**src/rtl/dpll_pkg.sv**
```systemverilog
// Shared types and constants for the DAC update scheduler.
package dpll_pkg;

  localparam int DAC_W = 16;

  localparam logic SRC_LOOP = 1'b0;
  localparam logic SRC_MAN  = 1'b1;

  typedef enum logic [2:0] {
    IDLE,
    WAIT1,
    SEND2,
    WAIT2,
    GAP
  } sched_state_t;

  function automatic logic [DAC_W-1:0] clamp_code(
    input logic [DAC_W-1:0] code,
    input logic [DAC_W-1:0] lo,
    input logic [DAC_W-1:0] hi
  );
    if (code < lo) return lo;
    else if (code > hi) return hi;
    else return code;
  endfunction

endpackage

```
**src/rtl/dac_update_sched_if.sv**
```systemverilog
// Request, SPI-master handshake and status signals of the DAC update scheduler.
interface dac_update_sched_if;
  import dpll_pkg::*;

  logic [DAC_W-1:0] i_Loop_Code;
  logic             i_Loop_Valid;
  logic [DAC_W-1:0] i_Man_Code;
  logic             i_Man_Valid;
  logic             i_Man_Override;
  logic [7:0]       o_TX_Byte;
  logic             o_TX_DV;
  logic [1:0]       o_TX_Count;
  logic             i_TX_Ready;
  logic             o_Busy;
  logic             o_Update_Done;
  logic [DAC_W-1:0] o_Last_Code;
  logic             o_Last_Src;
  logic [7:0]       o_Drop_Count;
  logic             o_Timeout_Err;

  modport slave (
    input  i_Loop_Code, i_Loop_Valid, i_Man_Code, i_Man_Valid, i_Man_Override, i_TX_Ready,
    output o_TX_Byte, o_TX_DV, o_TX_Count, o_Busy, o_Update_Done, o_Last_Code, o_Last_Src,
           o_Drop_Count, o_Timeout_Err
  );

  modport master (
    output i_Loop_Code, i_Loop_Valid, i_Man_Code, i_Man_Valid, i_Man_Override, i_TX_Ready,
    input  o_TX_Byte, o_TX_DV, o_TX_Count, o_Busy, o_Update_Done, o_Last_Code, o_Last_Src,
           o_Drop_Count, o_Timeout_Err
  );

endinterface

```
**src/rtl/dac_req_slot.sv**
```systemverilog
// One requester's pending slot: clamps the strobed code and holds it until granted.
// o_drop flags a strobe that overwrote an unserved code or was blocked.
module dac_req_slot import dpll_pkg::*; #(
  parameter logic [DAC_W-1:0] CODE_MIN = 16'h0000,
  parameter logic [DAC_W-1:0] CODE_MAX = 16'hFFFF
) (
  input  logic             i_Clk,
  input  logic             i_Rst_L,
  input  logic [DAC_W-1:0] i_code,
  input  logic             i_valid,
  input  logic             i_block,
  input  logic             i_grant,
  output logic             o_pending,
  output logic [DAC_W-1:0] o_code,
  output logic             o_drop
);

  logic             pending_q, pending_d;
  logic [DAC_W-1:0] code_q, code_d;

  always_comb begin
    pending_d = pending_q;
    code_d    = code_q;
    o_drop    = 1'b0;
    if (i_valid && i_block) begin
      o_drop = 1'b1;
    end else if (i_valid) begin
      // a strobe in the grant cycle re-arms the slot rather than overwriting
      o_drop    = pending_q && !i_grant;
      pending_d = 1'b1;
      code_d    = clamp_code(i_code, CODE_MIN, CODE_MAX);
    end else if (i_grant) begin
      pending_d = 1'b0;
    end
    if (i_block) pending_d = 1'b0;
  end

  always_ff @(posedge i_Clk or negedge i_Rst_L) begin
    if (!i_Rst_L) begin
      pending_q <= 1'b0;
      code_q    <= '0;
    end else begin
      pending_q <= pending_d;
      code_q    <= code_d;
    end
  end

  assign o_pending = pending_q;
  assign o_code    = code_q;

endmodule

```
**src/rtl/dac_update_sched.sv**
```systemverilog
// Arbitrates loop/manual DAC codes and sequences the two-byte SPI write with gap and timeout.
//   state | meaning
//   IDLE  | no transfer; grant a pending slot when the SPI master is ready, send MSB
//   WAIT1 | MSB handed off; wait for ready low-then-high (or timeout)
//   SEND2 | one cycle presenting the LSB
//   WAIT2 | LSB handed off; wait for ready low-then-high (or timeout)
//   GAP   | enforced idle time before the next grant
module dac_update_sched import dpll_pkg::*; #(
  parameter int unsigned      GAP_CYCLES     = 64,
  parameter int unsigned      TIMEOUT_CYCLES = 4096,
  parameter logic [DAC_W-1:0] CODE_MIN       = 16'h0000,
  parameter logic [DAC_W-1:0] CODE_MAX       = 16'hFFFF
) (
  input logic              i_Clk,
  input logic              i_Rst_L,
  dac_update_sched_if.slave bus
);

  localparam int unsigned TMR_MAX = (TIMEOUT_CYCLES > GAP_CYCLES) ? TIMEOUT_CYCLES : GAP_CYCLES;
  localparam int          TMR_W   = $clog2(TMR_MAX + 1);
  localparam logic [TMR_W-1:0] TO_LOAD  = TMR_W'(TIMEOUT_CYCLES - 1);
  localparam logic [TMR_W-1:0] GAP_LOAD = TMR_W'((GAP_CYCLES > 0) ? GAP_CYCLES - 1 : 0);

  sched_state_t     state_q, state_d;
  logic [DAC_W-1:0] shadow_q, shadow_d;
  logic             src_q, src_d;
  logic             rr_q, rr_d;
  logic [7:0]       byte_q, byte_d;
  logic             dv_q, dv_d;
  logic             done_q, done_d;
  logic [DAC_W-1:0] last_code_q, last_code_d;
  logic             last_src_q, last_src_d;
  logic [7:0]       drop_q, drop_d;
  logic             err_q, err_d;
  logic             busy_q, busy_d;
  logic [TMR_W-1:0] tmr_q, tmr_d;
  logic             seen_low_q, seen_low_d;

  logic             loop_pend, man_pend, loop_drop, man_drop;
  logic [DAC_W-1:0] loop_code, man_code, grant_code;
  logic             loop_req, man_req, grant_any, grant_src;
  logic [8:0]       drop_sum;

  assign loop_req   = loop_pend && !bus.i_Man_Override;
  assign man_req    = man_pend;
  assign grant_any  = (state_q == IDLE) && bus.i_TX_Ready && (loop_req || man_req);
  assign grant_src  = (loop_req && man_req) ? rr_q : (man_req ? SRC_MAN : SRC_LOOP);
  assign grant_code = (grant_src == SRC_MAN) ? man_code : loop_code;

  dac_req_slot #(.CODE_MIN(CODE_MIN), .CODE_MAX(CODE_MAX)) u_loop_slot (
    .i_Clk     (i_Clk),
    .i_Rst_L   (i_Rst_L),
    .i_code    (bus.i_Loop_Code),
    .i_valid   (bus.i_Loop_Valid),
    .i_block   (bus.i_Man_Override),
    .i_grant   (grant_any && (grant_src == SRC_LOOP)),
    .o_pending (loop_pend),
    .o_code    (loop_code),
    .o_drop    (loop_drop)
  );

  dac_req_slot #(.CODE_MIN(CODE_MIN), .CODE_MAX(CODE_MAX)) u_man_slot (
    .i_Clk     (i_Clk),
    .i_Rst_L   (i_Rst_L),
    .i_code    (bus.i_Man_Code),
    .i_valid   (bus.i_Man_Valid),
    .i_block   (1'b0),
    .i_grant   (grant_any && (grant_src == SRC_MAN)),
    .o_pending (man_pend),
    .o_code    (man_code),
    .o_drop    (man_drop)
  );

  assign drop_sum = {1'b0, drop_q} + {8'd0, loop_drop} + {8'd0, man_drop};
  assign drop_d   = drop_sum[8] ? 8'hFF : drop_sum[7:0];

  always_comb begin
    state_d     = state_q;
    shadow_d    = shadow_q;
    src_d       = src_q;
    rr_d        = rr_q;
    byte_d      = byte_q;
    dv_d        = 1'b0;
    done_d      = 1'b0;
    last_code_d = last_code_q;
    last_src_d  = last_src_q;
    err_d       = err_q;
    tmr_d       = tmr_q;
    seen_low_d  = seen_low_q;
    case (state_q)
      IDLE: begin
        if (grant_any) begin
          state_d    = WAIT1;
          shadow_d   = grant_code;
          src_d      = grant_src;
          dv_d       = 1'b1;
          byte_d     = grant_code[15:8];
          tmr_d      = TO_LOAD;
          seen_low_d = 1'b0;
          if (loop_req && man_req) rr_d = !rr_q;
        end
      end
      WAIT1, WAIT2: begin
        // ready may still be high from before the master saw DV, so require a low first
        if (bus.i_TX_Ready && seen_low_q) begin
          if (state_q == WAIT1) begin
            state_d = SEND2;
            dv_d    = 1'b1;
            byte_d  = shadow_q[7:0];
          end else begin
            state_d     = GAP;
            done_d      = 1'b1;
            last_code_d = shadow_q;
            last_src_d  = src_q;
            tmr_d       = GAP_LOAD;
          end
        end else if (tmr_q == '0) begin
          state_d = GAP;
          err_d   = 1'b1;
          tmr_d   = GAP_LOAD;
        end else begin
          tmr_d = tmr_q - 1'b1;
          if (!bus.i_TX_Ready) seen_low_d = 1'b1;
        end
      end
      SEND2: begin
        state_d    = WAIT2;
        tmr_d      = TO_LOAD;
        seen_low_d = 1'b0;
      end
      GAP: begin
        if (tmr_q == '0) state_d = IDLE;
        else tmr_d = tmr_q - 1'b1;
      end
      default: state_d = IDLE;
    endcase
    busy_d = (state_d != IDLE);
  end

  always_ff @(posedge i_Clk or negedge i_Rst_L) begin
    if (!i_Rst_L) begin
      state_q     <= IDLE;
      shadow_q    <= '0;
      src_q       <= SRC_LOOP;
      rr_q        <= SRC_LOOP;
      byte_q      <= '0;
      dv_q        <= 1'b0;
      done_q      <= 1'b0;
      last_code_q <= '0;
      last_src_q  <= 1'b0;
      drop_q      <= '0;
      err_q       <= 1'b0;
      busy_q      <= 1'b0;
      tmr_q       <= '0;
      seen_low_q  <= 1'b0;
    end else begin
      state_q     <= state_d;
      shadow_q    <= shadow_d;
      src_q       <= src_d;
      rr_q        <= rr_d;
      byte_q      <= byte_d;
      dv_q        <= dv_d;
      done_q      <= done_d;
      last_code_q <= last_code_d;
      last_src_q  <= last_src_d;
      drop_q      <= drop_d;
      err_q       <= err_d;
      busy_q      <= busy_d;
      tmr_q       <= tmr_d;
      seen_low_q  <= seen_low_d;
    end
  end

  assign bus.o_TX_Byte     = byte_q;
  assign bus.o_TX_DV       = dv_q;
  assign bus.o_TX_Count    = 2'd2;
  assign bus.o_Busy        = busy_q;
  assign bus.o_Update_Done = done_q;
  assign bus.o_Last_Code   = last_code_q;
  assign bus.o_Last_Src    = last_src_q;
  assign bus.o_Drop_Count  = drop_q;
  assign bus.o_Timeout_Err = err_q;

endmodule

```
**src/flat_wrapper.sv**
```systemverilog
// flat-port wrapper written by rule: the top's interface ports become plain ports
module dac_update_sched_flat import dpll_pkg::*;
#(
  parameter int unsigned      GAP_CYCLES     = 64,
  parameter int unsigned      TIMEOUT_CYCLES = 4096,
  parameter logic [DAC_W-1:0] CODE_MIN       = 16'h0000,
  parameter logic [DAC_W-1:0] CODE_MAX       = 16'hFFFF
)
  (i_Clk, i_Rst_L, bus_i_Loop_Code, bus_i_Loop_Valid, bus_i_Man_Code, bus_i_Man_Valid, bus_i_Man_Override, bus_i_TX_Ready, bus_o_TX_Byte, bus_o_TX_DV, bus_o_TX_Count, bus_o_Busy, bus_o_Update_Done, bus_o_Last_Code, bus_o_Last_Src, bus_o_Drop_Count, bus_o_Timeout_Err);
  dac_update_sched_if bus_i ();
  input logic i_Clk;
  input logic i_Rst_L;
  input wire logic [$bits(bus_i.i_Loop_Code)-1:0] bus_i_Loop_Code;
  input wire logic [$bits(bus_i.i_Loop_Valid)-1:0] bus_i_Loop_Valid;
  input wire logic [$bits(bus_i.i_Man_Code)-1:0] bus_i_Man_Code;
  input wire logic [$bits(bus_i.i_Man_Valid)-1:0] bus_i_Man_Valid;
  input wire logic [$bits(bus_i.i_Man_Override)-1:0] bus_i_Man_Override;
  input wire logic [$bits(bus_i.i_TX_Ready)-1:0] bus_i_TX_Ready;
  output wire logic [$bits(bus_i.o_TX_Byte)-1:0] bus_o_TX_Byte;
  output wire logic [$bits(bus_i.o_TX_DV)-1:0] bus_o_TX_DV;
  output wire logic [$bits(bus_i.o_TX_Count)-1:0] bus_o_TX_Count;
  output wire logic [$bits(bus_i.o_Busy)-1:0] bus_o_Busy;
  output wire logic [$bits(bus_i.o_Update_Done)-1:0] bus_o_Update_Done;
  output wire logic [$bits(bus_i.o_Last_Code)-1:0] bus_o_Last_Code;
  output wire logic [$bits(bus_i.o_Last_Src)-1:0] bus_o_Last_Src;
  output wire logic [$bits(bus_i.o_Drop_Count)-1:0] bus_o_Drop_Count;
  output wire logic [$bits(bus_i.o_Timeout_Err)-1:0] bus_o_Timeout_Err;
  assign bus_i.i_Loop_Code = bus_i_Loop_Code;
  assign bus_i.i_Loop_Valid = bus_i_Loop_Valid;
  assign bus_i.i_Man_Code = bus_i_Man_Code;
  assign bus_i.i_Man_Valid = bus_i_Man_Valid;
  assign bus_i.i_Man_Override = bus_i_Man_Override;
  assign bus_i.i_TX_Ready = bus_i_TX_Ready;
  assign bus_o_TX_Byte = bus_i.o_TX_Byte;
  assign bus_o_TX_DV = bus_i.o_TX_DV;
  assign bus_o_TX_Count = bus_i.o_TX_Count;
  assign bus_o_Busy = bus_i.o_Busy;
  assign bus_o_Update_Done = bus_i.o_Update_Done;
  assign bus_o_Last_Code = bus_i.o_Last_Code;
  assign bus_o_Last_Src = bus_i.o_Last_Src;
  assign bus_o_Drop_Count = bus_i.o_Drop_Count;
  assign bus_o_Timeout_Err = bus_i.o_Timeout_Err;
  dac_update_sched #(.GAP_CYCLES(GAP_CYCLES), .TIMEOUT_CYCLES(TIMEOUT_CYCLES), .CODE_MIN(CODE_MIN), .CODE_MAX(CODE_MAX)) u_core (.i_Clk(i_Clk), .i_Rst_L(i_Rst_L), .bus(bus_i));
endmodule
```
**config.mk**
```make
export PLATFORM = sky130hd
export DESIGN_NAME = dac_update_sched_flat
export DESIGN_NICKNAME = d
export VERILOG_FILES = /design/src/rtl/dpll_pkg.sv /design/src/rtl/dac_update_sched_if.sv /design/src/rtl/dac_req_slot.sv /design/src/rtl/dac_update_sched.sv /design/src/flat_wrapper.sv
export SDC_FILE = /design/constraint.sdc
export NUM_CORES = 1
export LEC_CHECK = 0
export ABC_CLOCK_PERIOD_IN_PS = 3200
export CAP_MARGIN = 0
export CORE_ASPECT_RATIO = 1.5
export CORE_MARGIN = 4
export CORE_UTILIZATION = 50
export DETAILED_ROUTE_END_ITERATION = 7
export HOLD_SLACK_MARGIN = 0.12
export PLACE_DENSITY_LB_ADDON = 0.12
export SYNTH_ARGS = -nofsm -noshare
export SYNTH_HDL_FRONTEND = slang
export SYNTH_SLANG_ARGS = --single-unit
```
**constraint.sdc**
```tcl
create_clock -name i_Clk -period 3.2 [get_ports i_Clk]
set_input_delay 0.64 -clock i_Clk [delete_from_list [all_inputs] [get_ports i_Clk]]
set_output_delay 0.64 -clock i_Clk [all_outputs]
set_load 0.01 [all_outputs]
```
==> results of run 1 <==
==> power by group <==
part	switching, mW	total (mW)	leakage (nW)	internal [mW]
combinational	0.176	0.413	1.12	0.238
clock	0.456	1.08	0.147	0.629
sequential	0.0807	1.52	1.35	1.44
==> final timing paths <==
path                                     startpoint                         end  cells after the start
worst max-delay path             bus_i_Man_Override  u_core.bus.o_Drop_Count[4]                     11
worst min-delay path                        i_Rst_L             u_core.tmr_q[3]                      1
worst max register to register    u_core.state_q[2]  u_core.bus.o_Drop_Count[4]                      9
worst min register to register  u_core.shadow_q[15]         u_core.shadow_q[15]                      2
max in group asynchronous                   i_Rst_L  u_core.bus.o_Last_Code[10]                      2
min in group i_Clk              u_core.shadow_q[15]         u_core.shadow_q[15]                      2
==> worst reg2reg max path, cell delays in order, from the launching register on <==
cell      delay [ns]
dfrtp_1         0.51
nor3_1          0.34
and2_1          0.24
a21boi_0        0.10
o21a_1          0.19
fa_1            0.44
ha_1            0.29
nand3_1         0.12
xor2_1          0.15
nand2_1         0.07
==> kinds of logic (layout without fill, tap and decap cells) <==
| family | count (synthesis) | count (layout) |
|---|---|---|
| and+or+nand+nor | 96 | 96 |
| buffers and inverters | 24 | 104 |
| xor gates and xnor gates | 5 | 5 |
| adders and majority gates | 3 | 3 |
| other | 2 | 2 |
| DFF | 106 | 106 |
| muxes | 74 | 74 |
| AOI/OAI and AO/OA | 81 | 81 |
==> layer usage <==
layer  share of wire [%]  vias up
li1                    -     1541
met1                  45     1576
met2                  50       70
met3                 3.5       15
met4                 1.6        0
met5                   0        -
==> flip-flops by register name, indices dropped and copies added (netlist names), 3 cells and up <==
signal,cells
u_core.tmr_q,13
u_core.bus.o_Drop_Count,8
u_core.shadow_q,16
u_core.u_man_slot.o_code,16
u_core.state_q,3
u_core.bus.o_Last_Code,16
u_core.u_loop_slot.o_code,16
u_core.bus.o_TX_Byte,8
==> area by class of cell <==
class	instances	area [µm²]	share of cell area (%)
flip-flops and latches	106	2650	45.3
multi-input cells	261	1940	33.1
repair buffers	82	811	13.8
clock buffers	12	246	4.21
well taps	112	140	2.39
clock inverters	4	48.8	0.833
inverters	6	22.5	0.384
==> through the flow <==
| stage | hold slack (ns) | cell area, µm² | power [mW] | setup WS [ns] |
|---|---|---|---|---|
| final | 0.341 | 5860 | 3.02 | 0.374 |
| after global routing | 0.390 | 5860 | 3.17 | 0.182 |
| after CTS | 0.364 | 5860 | 3.05 | 0.384 |
| after detailed placement | 0.476 | 5560 | 1.96 | 0.0191 |
| after global placement | 0.462 | 5560 | 1.95 | 0.124 |
| after floorplan | 0.344 | 4690 | 1.73 | 0.261 |
==> cell usage in the layout (no fill, tap or decap), types with 3 or more instances in the layout <==
cell type and n:
or4_1 3, o21ai_0 29, a21boi_0 3, and2_1 5, mux2_2 57, buf_4 8, nor2_1 24, mux2i_1 17
a31oi_1 3, nand2b_1 4, nor4_1 3, o21a_1 6, nand2_1 31, inv_1 6, nand4_1 3, o211a_1 3
a21oi_1 18, dfrtp_1 106, clkbuf_16 9, xor2_1 3, nor2b_1 3, nor3_1 6, nand3_1 4, clkdlybuf4s50_1 73
==> impl_metrics.csv, run 1 <==
group,metric,value,unit
status,status,"completed",
clock_tree,clk_pin_slew,0.07,ns
logic_synthesis,synth_area_leaders,"dfrtp_1, mux2_2, mux2i_1, o21ai_0, nand2_1",
die,rows,43,
clock_tree,ctsResizeCount,0,
logic_synthesis,yosysUniqueCellTypes,54,
final_layout,nFillCells,756,
timing,hold_viol_final,0,
final_layout,drive_gt1_share,19.3,%
logic_synthesis,yosysMostFrequentCell,"dfrtp_1",
global_routing,grtUsageTotal,18.4,%
detailed_routing,initialDrtViolationCount,183,
global_routing,met3_usage,3.25,%
logic_synthesis,synth_compound_area_share,11.4,%
timing,slew_headroom,48.8,%
place,portBuffers,74,
detailed_routing,vias,3202,
place,gp_congestion,0.790,
setup_path,worstSetupPathType,"in2reg",
die,core_area,9200,µm²
setup_path,r2r_slack,0.64,ns
detailed_routing,via_per_inst,5.49,
clock_tree,cts_tree,"yes",
clock_tree,cts_root_buf,"clkbuf_16",
logic_synthesis,synth_cells,391,
global_routing,grt_overflow,0,
logic_synthesis,synthMuxAreaShare,17.3,%
setup_path,crit_chain,"clkdlybuf4s50_1 > nor2b_1 > o21a_1 > and2_1 > a21boi_0 > o21a_1 > fa_1 > ha_1 > nand3_1 > xor2_1 > nand2_1",
global_routing,gr-usage-met2,29.4,%
final_layout,nets,507,
power,p_per_area,515,nW/µm²
worst_hold_path,hold_path_class,"in2async",
global_routing,grt_max_degree,57,
logic_synthesis,synth_warnings,0,
setup_path,critPathRequiredTime,3.41,ns
global_routing,grt_use_met1,25.2,%
logic_synthesis,synth-edff-count,0,
timing,fmax,354,MHz
place,dp_hpwl,6.97,mm
logic_synthesis,synth_area,4690,µm²
timing,fin_crit_sh,88.3,%
setup_path,cpPeakStageDelay,0.46,ns
die,chipHeight,127,µm
logic_synthesis,ys_ff_latch,106,
clock_tree,clk_path_buf_depth,2,
clock_tree,cts_hold_buf,0,
logic_synthesis,synthSimpleGateAreaFrac,10.4,%
detailed_routing,drtPass1Iterations,4,
power,ir_drop,311,µV
setup_path,crit_family,"adder cells",
setup_path,worstPathArrival,3.04,ns
detailed_routing,drtAntennaViolNets,0,
logic_synthesis,async_reset_ff_share,100,%
timing,worst_slew_pin_slew,0.767,ns
place,place_inst,567,
timing,rsz0062_at_grt,"false",
clock_tree,cts_buffers,9,
global_routing,grt_pass1_vias,3178,
final_layout,stdcell_count,583,
clock_tree,clock-sinks,106,
logic_synthesis,yosysTopAreaCell,"dfrtp_1",
timing,fin_setup_tns,0,ns
detailed_routing,wirelength,9.52,mm
power,p_leak,2.62,nW
logic_synthesis,syn_nets,432,
global_routing,grt_pass1_wl,16.0,mm
timing,slew_viol_final,0,
logic_synthesis,synth_top_area_share,56.5,%
setup_path,crit_top_cell,"o21a_1",
setup_path,cp.buffers_inverters,1,
final_layout,area.growth.synth_to_final,24.8,%
setup_path,cp-end-kind,"register",
logic_synthesis,syn_area_per_cell,12.0,µm²
logic_synthesis,synth_xor_area_share,0.933,%
logic_synthesis,ys_seq_area_share,56.5,%
logic_synthesis,synth_adder_area_share,0.959,%
setup_path,path_max_fanout,6,
timing,clock_skew,0.0103,ns
clock_tree,clock_latency,0.34,ns
final_layout,fin_util,63.7,%
global_routing,busiest_layer,"met2",
global_routing,antenna_found_initial,0,
flow_run,drv_cap,0,
final_layout,diodes,0,
die,pin_count,77,
detailed_routing,wl_per_cell,16.3,µm
die,start_util,51.0,%
logic_synthesis,ys_top_cells_by_count,"dfrtp_1, mux2_2, nand2_1",
die,die_x,87.1,µm
setup_path,slowest_stage,"clkdlybuf4s50_1",
clock_tree,cts_setup_buffers,0,
clock_tree,h-tree-depth,3,
timing,fin_crit,2.83,ns
logic_synthesis,synth_top_family_by_area,"multiplexers",
die,dieArea,11000,µm²
detailed_routing,remaining_drc_errors,0,
logic_synthesis,yosys_most_used_dff,"dfrtp_1",
timing,setup_violations,0,
setup_path,worst_setup_path_start_kind,"input port",
Note: power is estimated with default switching activity, not from simulation.
==> inputs of run 2 (changes only) <==
MAX_ROUTING_LAYER = met4   (was not set)
TNS_END_PERCENT = 50   (was not set)
==> run 2 against run 1 <==
  * Combinational power about the same
  * Highest routed layer unchanged
  * Clock-buffer cell count unchanged
  * Register-to-register slack about the same
  * Setup slack improved by 0.0063 ns
==> impl_metrics.csv, run 2 (synthesized netlist as in run 1, its figures left out) <==
group,metric,value,unit
status,status,"completed",
timing,clock_skew,0.00950,ns
setup_path,r2r_cells,9,
final_layout,nets,507,
timing,rsz0062_at_grt,"false",
power,ir_drop,311,µV
final_layout,stdcell_area,5860,µm²
clock_tree,cts_root_buf,"clkbuf_16",
setup_path,worst_setup_path_start_kind,"input port",
global_routing,grt_pass1_vias,3190,
detailed_routing,wirelength,9.53,mm
timing,fin_crit,2.82,ns
power,p_leak,2.62,nW
timing,worst_slew_pin_slew,0.756,ns
timing,fin_crit_sh,88.1,%
detailed_routing,initialDrtViolationCount,205,
clock_tree,cts_hold_buf,0,
timing,slew_headroom,49.6,%
final_layout,nFillCells,756,
die,core_area,9200,µm²
global_routing,met3_usage,3.25,%
place,gp_congestion,0.801,
clock_tree,ctsResizeCount,0,
clock_tree,clk_path_buf_depth,2,
power,p_per_area,515,nW/µm²
setup_path,worstReg2RegEnd,"u_core.bus.o_Drop_Count[4]",
timing,fin_setup_tns,0,ns
global_routing,grtUsageTotal,19.0,%
final_layout,final_cell_mix,"dfrtp_1, clkdlybuf4s50_1, mux2_2, nand2_1, o21ai_0",
clock_tree,h-tree-depth,3,
clock_tree,clk_pin_slew,0.06,ns
detailed_routing,via_per_inst,5.52,
clock_tree,cts_tree,"yes",
detailed_routing,wl_per_cell,16.3,µm
timing,fmax,355,MHz
final_layout,area.growth.synth_to_final,24.8,%
setup_path,critPathRequiredTime,3.41,ns
setup_path,worstSetupPathType,"in2reg",
detailed_routing,remaining_drc_errors,0,
final_layout,diodes,0,
global_routing,grt_pass1_wl,16.0,mm
timing,slew_viol_final,0,
place,place_area,5560,µm²
global_routing,gr-usage-met2,29.3,%
global_routing,grt_overflow,0,
detailed_routing,vias,3219,
final_layout,fin_util,63.7,%
die,rows,43,
die,chipHeight,127,µm
final_layout,drive_gt1_share,19.3,%
setup_path,path_max_fanout,6,
detailed_routing,drtAntennaViolNets,0,
final_layout,regArea,2650,µm²
die,start_util,51.0,%
setup_path,worstPathArrival,3.03,ns
worst_hold_path,hold_path_class,"in2async",
setup_path,r2r_start,"u_core.state_q[2]",
flow_run,drv_cap,0,
clock_tree,cts_buffers,9,
global_routing,antenna_found_initial,0,
final_layout,final_common_cell,"dfrtp_1",
global_routing,grt_use_met1,25.4,%
global_routing,grt_max_degree,57,
clock_tree,clock-sinks,106,
setup_path,cp-end-kind,"register",
global_routing,busiest_layer,"met2",
place,dp_hpwl,6.97,mm
timing,hold_viol_final,0,
timing,setup_violations,0,
clock_tree,clock_latency,0.34,ns
final_layout,multi_input_area,1940,µm²
die,die_x,87.1,µm
place,portBuffers,74,
die,dieArea,11000,µm²
clock_tree,cts_setup_buffers,0,
setup_path,r2r_slack,0.65,ns
die,pin_count,77,
detailed_routing,drtPass1Iterations,4,
## run 2: cell counts in the layout (fill, tap and decap cells not counted)
No cell type changed its count.
## run 2: layout make-up
cell class	count	share of cell area [%]
clock inverter	4	0.833
inverter	6	0.384
timing repair buffer	82	13.8
tap	112	2.39
clock buffer	12	4.21
sequential	106	45.3
multi-input combinational	261	33.1
## run 2: through the flow
step           power, mW  hold WS, ns  cells  worst slack (ns)
2_1_floorplan       1.73        0.344    391             0.261
3_3_place_gp        1.95        0.462    567             0.124
4_1_cts             3.05        0.364    583             0.384
6_report            3.02        0.340    583             0.380
5_1_grt             3.16        0.393    583             0.182
3_5_place_dp        1.96        0.476    567            0.0191
## run 2: worst max-delay path by stage
stage                             from                    endpoint  slack (ns)  cells after the start
CTS                 bus_i_Man_Override  u_core.bus.o_Drop_Count[1]        0.38                     10
floorplan           bus_i_Man_Override  u_core.bus.o_Drop_Count[4]        0.26                     11
detailed placement  bus_i_Man_Override  u_core.bus.o_Drop_Count[3]        0.02                     10
global route        bus_i_Man_Override  u_core.bus.o_Drop_Count[4]        0.18                     11
global placement    bus_i_Man_Override  u_core.bus.o_Drop_Count[4]        0.12                     11
finish              bus_i_Man_Override  u_core.bus.o_Drop_Count[4]        0.38                     11
## run 2: power by group
part | total [mW] | switching, mW | internal, mW
Clock | 1.09 | 0.458 | 0.629
Combinational | 0.413 | 0.175 | 0.238
Sequential | 1.52 | 0.0808 | 1.44
Total | 3.02 | 0.714 | 2.30
## run 2: routing by layer
| layer | vias to the layer above | routed length [µm] |
|---|---|---|
| li1 | 1542 | - |
| met1 | 1599 | 4270 |
| met2 | 63 | 4760 |
| met3 | 15 | 331 |
| met4 | 0 | 165 |
| met5 | - | 0 |
## run 2: critical path, cell delays in order
cell and delay (ns):
clkdlybuf4s50_1 0.46, nor2b_1 0.19, o21a_1 0.19, and2_1 0.20, a21boi_0 0.10, o21a_1 0.19
fa_1 0.44, ha_1 0.29, nand3_1 0.12, xor2_1 0.15, nand2_1 0.07
==> inputs of run 3 (changes only) <==
PLACE_DENSITY_LB_ADDON = 0.05   (was 0.12)
==> run 3 against run 2 <==
  * Highest routed layer unchanged
  * Largest cell class unchanged
  * Via count down 1.1%
  * Design area about the same
  * Power down 1.1%
  * Global-route usage down 0.29 points
  * Sequential cell count unchanged
==> impl_metrics.csv, run 3 (synthesized netlist as in run 1, its figures left out) <==
group,metric,value,unit
power,ir_drop,364,µV
clock_tree,clk_pin_slew,0.06,ns
flow_run,drv_cap,0,
setup_path,worst_setup_path_start_kind,"input port",
detailed_routing,wl_per_cell,16.0,µm
timing,worst_slew_pin_slew,0.790,ns
global_routing,grt_pass1_wl,15.6,mm
die,die_x,87.1,µm
timing,fin_setup_tns,0,ns
timing,slew_headroom,47.4,%
place,pre_cts_ws,0.0432,ns
final_layout,fin_util,63.6,%
detailed_routing,via_per_inst,5.46,
global_routing,grt_use_met1,25.5,%
power,switchingPower,734,µW
die,start_util,51.0,%
power,power_frac_comb,13.9,%
place,portBuffers,74,
global_routing,grtUsageTotal,18.7,%
detailed_routing,remaining_drc_errors,0,
timing,whs,0.379,ns
die,pin_count,77,
power,fin_total_pwr,2.98,mW
timing,setup_violations,0,
global_routing,grt_overflow,0,
final_layout,stdcell_area,5850,µm²
final_layout,final_cell_mix,"dfrtp_1, clkdlybuf4s50_1, mux2_2, nand2_1, o21ai_0",
final_layout,area.growth.synth_to_final,24.7,%
timing,rsz0062_at_grt,"false",
detailed_routing,vias,3183,
power,p_leak,2.61,nW
timing,slew_viol_final,0,
final_layout,stdcell_count,583,
timing,hold_viol_final,0,
place,dp_hpwl,6.81,mm
detailed_routing,wirelength,9.32,mm
timing,setup_ws,0.378,ns
final_layout,nets,507,
timing,fin_crit,2.82,ns
detailed_routing,initialDrtViolationCount,136,
timing,fmax,354,MHz
status,status,"completed",
place,gp_congestion,0.799,
clock_tree,clock_latency,0.34,ns
clock_tree,clock-sinks,106,
power,p_per_area,510,nW/µm²
final_layout,drive_gt1_share,19.5,%
clock_tree,cts_root_buf,"clkbuf_16",
die,core_area,9200,µm²
clock_tree,ctsResizeCount,0,
setup_path,worstPathArrival,3.04,ns
die,chipHeight,127,µm
detailed_routing,drtPass1Iterations,5,
global_routing,met3_usage,2.01,%
place,place_area,5560,µm²
global_routing,busiest_layer,"met2",
timing,fin_crit_sh,88.2,%
die,rows,43,
global_routing,grt_pass1_vias,3143,
global_routing,grt_max_degree,63,
clock_tree,clk_path_buf_depth,2,
setup_path,cp-end-kind,"register",
final_layout,diodes,0,
setup_path,path_max_fanout,6,
global_routing,antenna_found_initial,0,
power,swShare,24.6,%
power,intPower,2.25,mW
detailed_routing,drtAntennaViolNets,0,
global_routing,gr-usage-met2,28.2,%
clock_tree,cts_setup_buffers,0,
timing,clock_skew,0.00699,ns
setup_path,worstSetupPathType,"in2reg",
die,dieArea,11000,µm²
final_layout,final_common_cell,"dfrtp_1",
power,clkPwrFrac,35.4,%
setup_path,critPathRequiredTime,3.41,ns
clock_tree,cts_hold_buf,0,
place,place_inst,567,
power,p_seq_share,50.7,%
worst_hold_path,hold_path_class,"in2async",
clock_tree,cts_buffers,9,
clock_tree,h-tree-depth,3,
clock_tree,cts_tree,"yes",
## run 3: metal layers
| metal | up-vias | wire [µm] |
|---|---|---|
| met5 | - | 0 |
| met3 | 10 | 282 |
| li1 | 1546 | - |
| met2 | 68 | 4630 |
| met4 | 0 | 183 |
| met1 | 1559 | 4220 |
## run 3: area by class of cell
| type | count | area (µm²) |
|---|---|---|
| repair buffers | 82 | 811 |
| inverters | 6 | 22.5 |
| multi-input cells | 261 | 1940 |
| clock inverters | 4 | 33.8 |
| fillers | 783 | 3350 |
| clock buffers | 12 | 256 |
| flip-flops and latches | 106 | 2650 |
| well taps | 112 | 140 |
## run 3: power groups by stage
| stage | Clock (mW) | Combinational (mW) | Sequential, mW |
|---|---|---|---|
| floorplan | 0 | 0.192 | 1.54 |
| CTS | 1.08 | 0.423 | 1.51 |
| global placement | 0 | 0.411 | 1.54 |
| detailed placement | 0 | 0.419 | 1.54 |
| finish | 1.06 | 0.415 | 1.51 |
| global route | 1.14 | 0.457 | 1.53 |
## run 3: critical path: stages
cell,delay [ns]
clkdlybuf4s50_1,0.45
nor2b_1,0.20
o21a_1,0.19
and2_1,0.19
a21boi_0,0.10
o21a_1,0.18
fa_1,0.43
ha_1,0.29
nand4_1,0.27
nand2b_1,0.11
## run 3: final timing paths
| path | depth (start not counted) | end | from | slack, ns |
|---|---|---|---|---|
| max | 10 | u_core.bus.o_Drop_Count[1] | bus_i_Man_Override | 0.38 |
| min | 1 | u_core.tmr_q[9] | i_Rst_L | 0.38 |
| max reg2reg | 8 | u_core.bus.o_Drop_Count[1] | u_core.state_q[2] | 0.64 |
| min reg2reg | 2 | u_core.shadow_q[11] | u_core.shadow_q[11] | 0.48 |
| max in group asynchronous | 2 | u_core.u_man_slot.o_code[13] | i_Rst_L | 2.11 |
| min in group i_Clk | 2 | u_core.shadow_q[11] | u_core.shadow_q[11] | 0.48 |
